<file path="config.mk">
export PLATFORM = sky130hd
export DESIGN_NAME = mem_loader
export DESIGN_NICKNAME = d
export VERILOG_FILES = /design/src/rtl/mem_loader.sv
export SDC_FILE = /design/constraint.sdc
export NUM_CORES = 1
export LEC_CHECK = 0
export CORE_UTILIZATION = 50
export CTS_CLUSTER_SIZE = 14
export DETAILED_ROUTE_END_ITERATION = 16
export GPL_ROUTABILITY_DRIVEN = 0
export PLACE_DENSITY = 0.79
export SLEW_MARGIN = 20
export SYNTH_ARGS = -nofsm -noshare
export SYNTH_HDL_FRONTEND = slang
export SYNTH_SLANG_ARGS = --single-unit
</file>
<file path="constraint.sdc">
create_clock -name CLK -period 3.7 [get_ports CLK]
set_input_delay 0.74 -clock CLK [delete_from_list [all_inputs] [get_ports CLK]]
set_output_delay 0.74 -clock CLK [all_outputs]
set_load 0.05 [all_outputs]
</file>
<file path="src/rtl/mem_loader.sv">
// Framed byte-stream memory loader: owns the memory write port while a frame
// is in progress, otherwise passes the CPU bus straight through.
module mem_loader #(
  parameter logic [7:0]  SYNC_BYTE      = 8'hA5,
  parameter int unsigned TIMEOUT_CYCLES = 1000000,
  parameter int unsigned TMO_W          = 20
) (
  input  logic        CLK,
  input  logic        RST_N,
  input  logic [7:0]  RxData,
  input  logic        RxValid,
  output logic        RxReady,
  input  logic [15:0] CpuAddress,
  input  logic        CpuWE,
  input  logic [7:0]  CpuDataIn,
  output logic [15:0] MemAddress,
  output logic        MemWE,
  output logic [7:0]  MemDataIn,
  output logic        CpuHold,
  output logic        Done,
  output logic        Error
);

  typedef enum logic [2:0] {IDLE, ALO, AHI, LLO, LHI, DATA, CHECK, DONE} state_t;

  localparam logic [TMO_W-1:0] TMO_LAST = TMO_W'(TIMEOUT_CYCLES - 1);
  localparam logic [TMO_W-1:0] TMO_ONE  = TMO_W'(1);

  state_t           state_r, state_s;
  logic [15:0]      addr_r, addr_s, len_r, len_s, waddr_r, waddr_s;
  logic [7:0]       csum_r, csum_s, wdata_r, wdata_s;
  logic [TMO_W-1:0] tmo_r, tmo_s;
  logic             wr_r, wr_s, error_r, error_s;
  logic             accept_s, tmo_hit_s;

  assign RxReady   = RST_N && (state_r != DONE);
  assign accept_s  = RxValid && RxReady;
  assign tmo_hit_s = (tmo_r == TMO_LAST);

  assign CpuHold    = (state_r != IDLE);
  assign Done       = (state_r == DONE);
  assign Error      = error_r;
  assign MemWE      = CpuHold ? wr_r    : CpuWE;
  assign MemAddress = CpuHold ? waddr_r : CpuAddress;
  assign MemDataIn  = CpuHold ? wdata_r : CpuDataIn;

  // Next-state and datapath update for the frame parser.
  always_comb begin
    state_s = state_r;
    addr_s  = addr_r;
    len_s   = len_r;
    csum_s  = csum_r;
    waddr_s = waddr_r;
    wdata_s = wdata_r;
    wr_s    = 1'b0;
    tmo_s   = '0;
    error_s = error_r;
    case (state_r)
      IDLE: begin
        if (accept_s && (RxData == SYNC_BYTE)) begin
          state_s = ALO;
          error_s = 1'b0;
          addr_s  = 16'h0000;
          len_s   = 16'h0000;
          csum_s  = 8'h00;
        end else begin
          state_s = IDLE;
        end
      end
      DONE: state_s = IDLE;
      default: begin
        if (accept_s) begin
          case (state_r)
            ALO: begin
              addr_s  = {addr_r[15:8], RxData};
              state_s = AHI;
            end
            AHI: begin
              addr_s  = {RxData, addr_r[7:0]};
              state_s = LLO;
            end
            LLO: begin
              len_s   = {len_r[15:8], RxData};
              state_s = LHI;
            end
            LHI: begin
              len_s   = {RxData, len_r[7:0]};
              state_s = ({RxData, len_r[7:0]} == 16'h0000) ? CHECK : DATA;
            end
            DATA: begin
              wr_s    = 1'b1;
              waddr_s = addr_r;
              wdata_s = RxData;
              addr_s  = addr_r + 16'h0001;
              len_s   = len_r - 16'h0001;
              csum_s  = csum_r ^ RxData;
              state_s = (len_r == 16'h0001) ? CHECK : DATA;
            end
            CHECK: begin
              error_s = error_r | (RxData != csum_r);
              state_s = DONE;
            end
            default: state_s = IDLE;
          endcase
        end else if (tmo_hit_s) begin
          // Abort straight to IDLE; a write registered last cycle still lands now.
          error_s = 1'b1;
          state_s = IDLE;
        end else begin
          tmo_s = tmo_r + TMO_ONE;
        end
      end
    endcase
  end

  // State register.
  always_ff @(posedge CLK or negedge RST_N) begin
    if (!RST_N) begin
      state_r <= IDLE;
    end else begin
      state_r <= state_s;
    end
  end

  // Datapath registers.
  always_ff @(posedge CLK or negedge RST_N) begin
    if (!RST_N) begin
      addr_r  <= 16'h0000;
      len_r   <= 16'h0000;
      csum_r  <= 8'h00;
      waddr_r <= 16'h0000;
      wdata_r <= 8'h00;
      wr_r    <= 1'b0;
      tmo_r   <= '0;
      error_r <= 1'b0;
    end else begin
      addr_r  <= addr_s;
      len_r   <= len_s;
      csum_r  <= csum_s;
      waddr_r <= waddr_s;
      wdata_r <= wdata_s;
      wr_r    <= wr_s;
      tmo_r   <= tmo_s;
      error_r <= error_s;
    end
  end

endmodule

</file>
==> results.toml <==
[status]
run_status = "finished clean"

[grt]
grt_most_used_layer = "met2"
globalRoute.totalOverflow = 0
grt_pass1_vias = 4837
antenna_found_initial = 0
globalRouteMet2Util = 0.424
grt_use_met1 = 0.353
grt_util_met3 = 0.0485
gr-usage-all-layers = 0.264
grt_max_degree = 81
grt_pass1_wl_mm = 23.2

[sta]
fin_crit_ps = 3150
achievable-frequency_mhz = 318
postLayoutSetupSlackWorst_ps = 553
timing_hold_violations_final = 0
tightest_slew_ps = 744
rsz0062_at_grt = "false"
setup_tns_ps = 0
layout_worst_path_cycle_share = 0.851
relative_slew_slack = 0.500
hold_ws_ps = 220
finalClockSkew_ps = 12.7
drv_slew = 0
final-setup-viol-count = 0

[floorplan]
die_height_um = 104
core_area_mm2 = 0.00991
chip_width_um = 104
die_area_mm2 = 0.0107
io_pins = 65
placement_rows = 36
start_util = 0.521

[power]
worst_ir_drop_vdd_mv = 0.343
pwr-share-seq = 0.358
power.clock.fraction = 0.204
power.internal_w = 0.00218
swShare = 0.438
fin_total_pwr_w = 0.00388
leakage_nw = 2.80
power.switching_w = 0.00170
comb_power_share = 0.438
power_per_cell_area_mw_per_mm2 = 629

[clocking]
cts_made_buffers = 9
h-tree-depth = 3
insertion_delay_ps = 360
cts-hold-fix-buffers = 0
clkSinkCount = 89
cts_setup_buffers = 0
cts_repair_resize_count = 0
clock-root-buffer = "sky130_fd_sc_hd__clkbuf_8"
clock_path_buffers = 2
cts_tree = "built"
clock_slew_at_the_register_clock_pins_of_the_worst_setup_and_hold_paths_ps = 90

[placed_design]
detailedPlace.worstSlack_ps = 493
place_hpwl_mm = 9.46
io_buffer_count = 64

[critical_path]
crit_start = "state_r[2]"
worst_setup_start_kind = "flop"
timing.critical_path.fanout_max = 28
worstReg2RegStart = "tmo_r[15]"
critPathCaptureType = "primary output"
setup.worst_path.class = "flop to primary output"
arrival_ps = 2410
cp_data_required_time_ps = 2960

[routing]
routed_wire_length_per_instance_um = 16.2
detail_route.first_pass.iterations = 6
drc = 0
detail_route.wirelength_mm = 13.7
viasPerCell = 6.01
route.vias.total = 5101
drt-initial-drc-count = 514
ant_nets = 0

[layout]
layout-area-overhead-vs-synth_pct = 19.2
final_nets = 752
mostFrequentLayoutCell = "sky130_fd_sc_hd__nand2_1"
insertedDiodeCount = 0
util_after_layout = 0.622
layout.cells.most_common_list = "sky130_fd_sc_hd__nand2_1 (188), sky130_fd_sc_hd__dfrtp_1 (89), sky130_fd_sc_hd__clkdlybuf4s50_1 (62)"
fillerInstances = 854
fraction_of_layout_cells_with_a_size_suffix_above_1 = 0.0615
multiInputGateArea_mm2 = 0.00271
final-seq-area_mm2 = 0.00223

[synth]
synth.cell_area_mm2 = 0.00517
synth_edf_count = 0
synth_flop_cell = "sky130_fd_sc_hd__dfrtp_1"
postSynthRegisterBits = 89
synth_seq_area_share = 0.431
netlist_instances = 663
synth.net_count = 703
synth_cell_types = 55
post_synthesis_mean_instance_area_um2 = 7.79
ys_warn_count = 0
asyncSetResetFlopFracSynth = 1.00

[min_path]
hp-class = "input port to asynchronous set/reset pin"

[flow_run]
cap_viol_max_count = 0
-- cell type report --
type | count | area share
sequential | 89 | 0.362
timing repair buffer | 80 | 0.123
clock inverter | 5 | 0.0171
tap | 133 | 0.0270
clock buffer | 10 | 0.0207
inverter | 17 | 0.0104
multi-input combinational | 515 | 0.440
-- stage by stage --
| stage | cells | area, um2 |
|---|---|---|
| detailed placement | 834 | 5920 |
| finish | 849 | 6160 |
| CTS | 849 | 6160 |
| global placement | 834 | 5920 |
| global route | 849 | 6160 |
| floorplan | 663 | 5170 |
-- cell usage after synthesis, drive strengths merged, types with 2 or more instances --
library cell	number	area, um2
a21o	4	30.0
a21oi	31	155
a22oi	4	30.0
a2bb2oi	3	26.3
a31oi	10	62.6
a32o	2	20.0
and2	8	50.1
and3	9	56.3
and4	5	43.8
buf	9	46.3
clkbuf	33	124
dfrtp	89	2230
ha	4	50.1
inv	16	60.1
mux2	2	22.5
nand2	188	706
nand2b	5	31.3
nand3	25	125
nand3b	3	22.5
nand4	7	43.8
nor2	50	188
nor2b	3	18.8
nor3	14	70.1
nor3b	2	15.0
nor4	9	62.6
o211ai	2	15.0
o21a	2	15.0
o21ai	57	285
o22a	2	17.5
o22ai	6	37.5
o311ai	3	26.3
o31a	5	43.8
o31ai	2	15.0
o41ai	2	17.5
or2	2	12.5
or3	2	12.5
or4	6	48.8
xnor2	10	87.6
xor2	17	149
-- worst max-delay path, cell delays in order (launching register included) --
cell	delay (ps)
sky130_fd_sc_hd__dfrtp_1	400
sky130_fd_sc_hd__nor3_2	180
sky130_fd_sc_hd__buf_4	200
sky130_fd_sc_hd__buf_4	290
sky130_fd_sc_hd__nand2_1	90
sky130_fd_sc_hd__nand2_1	70
sky130_fd_sc_hd__clkdlybuf4s50_1	810
-- registers in the layout, summed over array words and instances, names as in the netlist --
signal	cells
len_r	16
Error	1
waddr_r	16
tmo_r	20
wdata_r	8
addr_r	16
csum_r	8
wr_r	1
state_r	3
-- power groups by stage --
| stage | Combinational [W] | Clock [W] | Sequential, W |
|---|---|---|---|
| after floorplan | 0.00122 | 0 | 0.00134 |
| after global placement | 0.00163 | 0 | 0.00139 |
| after detailed placement | 0.00168 | 0 | 0.00139 |
| after CTS | 0.00168 | 0.000800 | 0.00138 |
| after global routing | 0.00185 | 0.000840 | 0.00142 |
| final | 0.00170 | 0.000791 | 0.00139 |
-- layer usage --
metal  up-vias  wire [um]
li1       2376          -
met1      2409       5690
met2       283       6390
met3        33       1280
met4         0        352
met5         -          0
-- path summary, 6_finish.rpt --
check,depth (start not counted),slack (ps),to
max,6,550,MemDataIn[6]
min,1,220,csum_r[6]
max reg2reg,5,1050,Error
min reg2reg,2,490,wdata_r[4]
max in group asynchronous,2,2540,len_r[3]
min in group CLK,2,490,wdata_r[4]
-- logic make-up (layout without fill, tap and decap cells) --
family,Yosys count,in the layout,synth area share
compound gates,141,141,0.167
xor+xnor,27,27,0.0458
fa+ha+maj,4,4,0.00969
buf+inv,59,112,0.0453
flops,89,89,0.431
mux,2,2,0.00436
simple gates,341,341,0.297
Power figures use the tool's default switching activity.
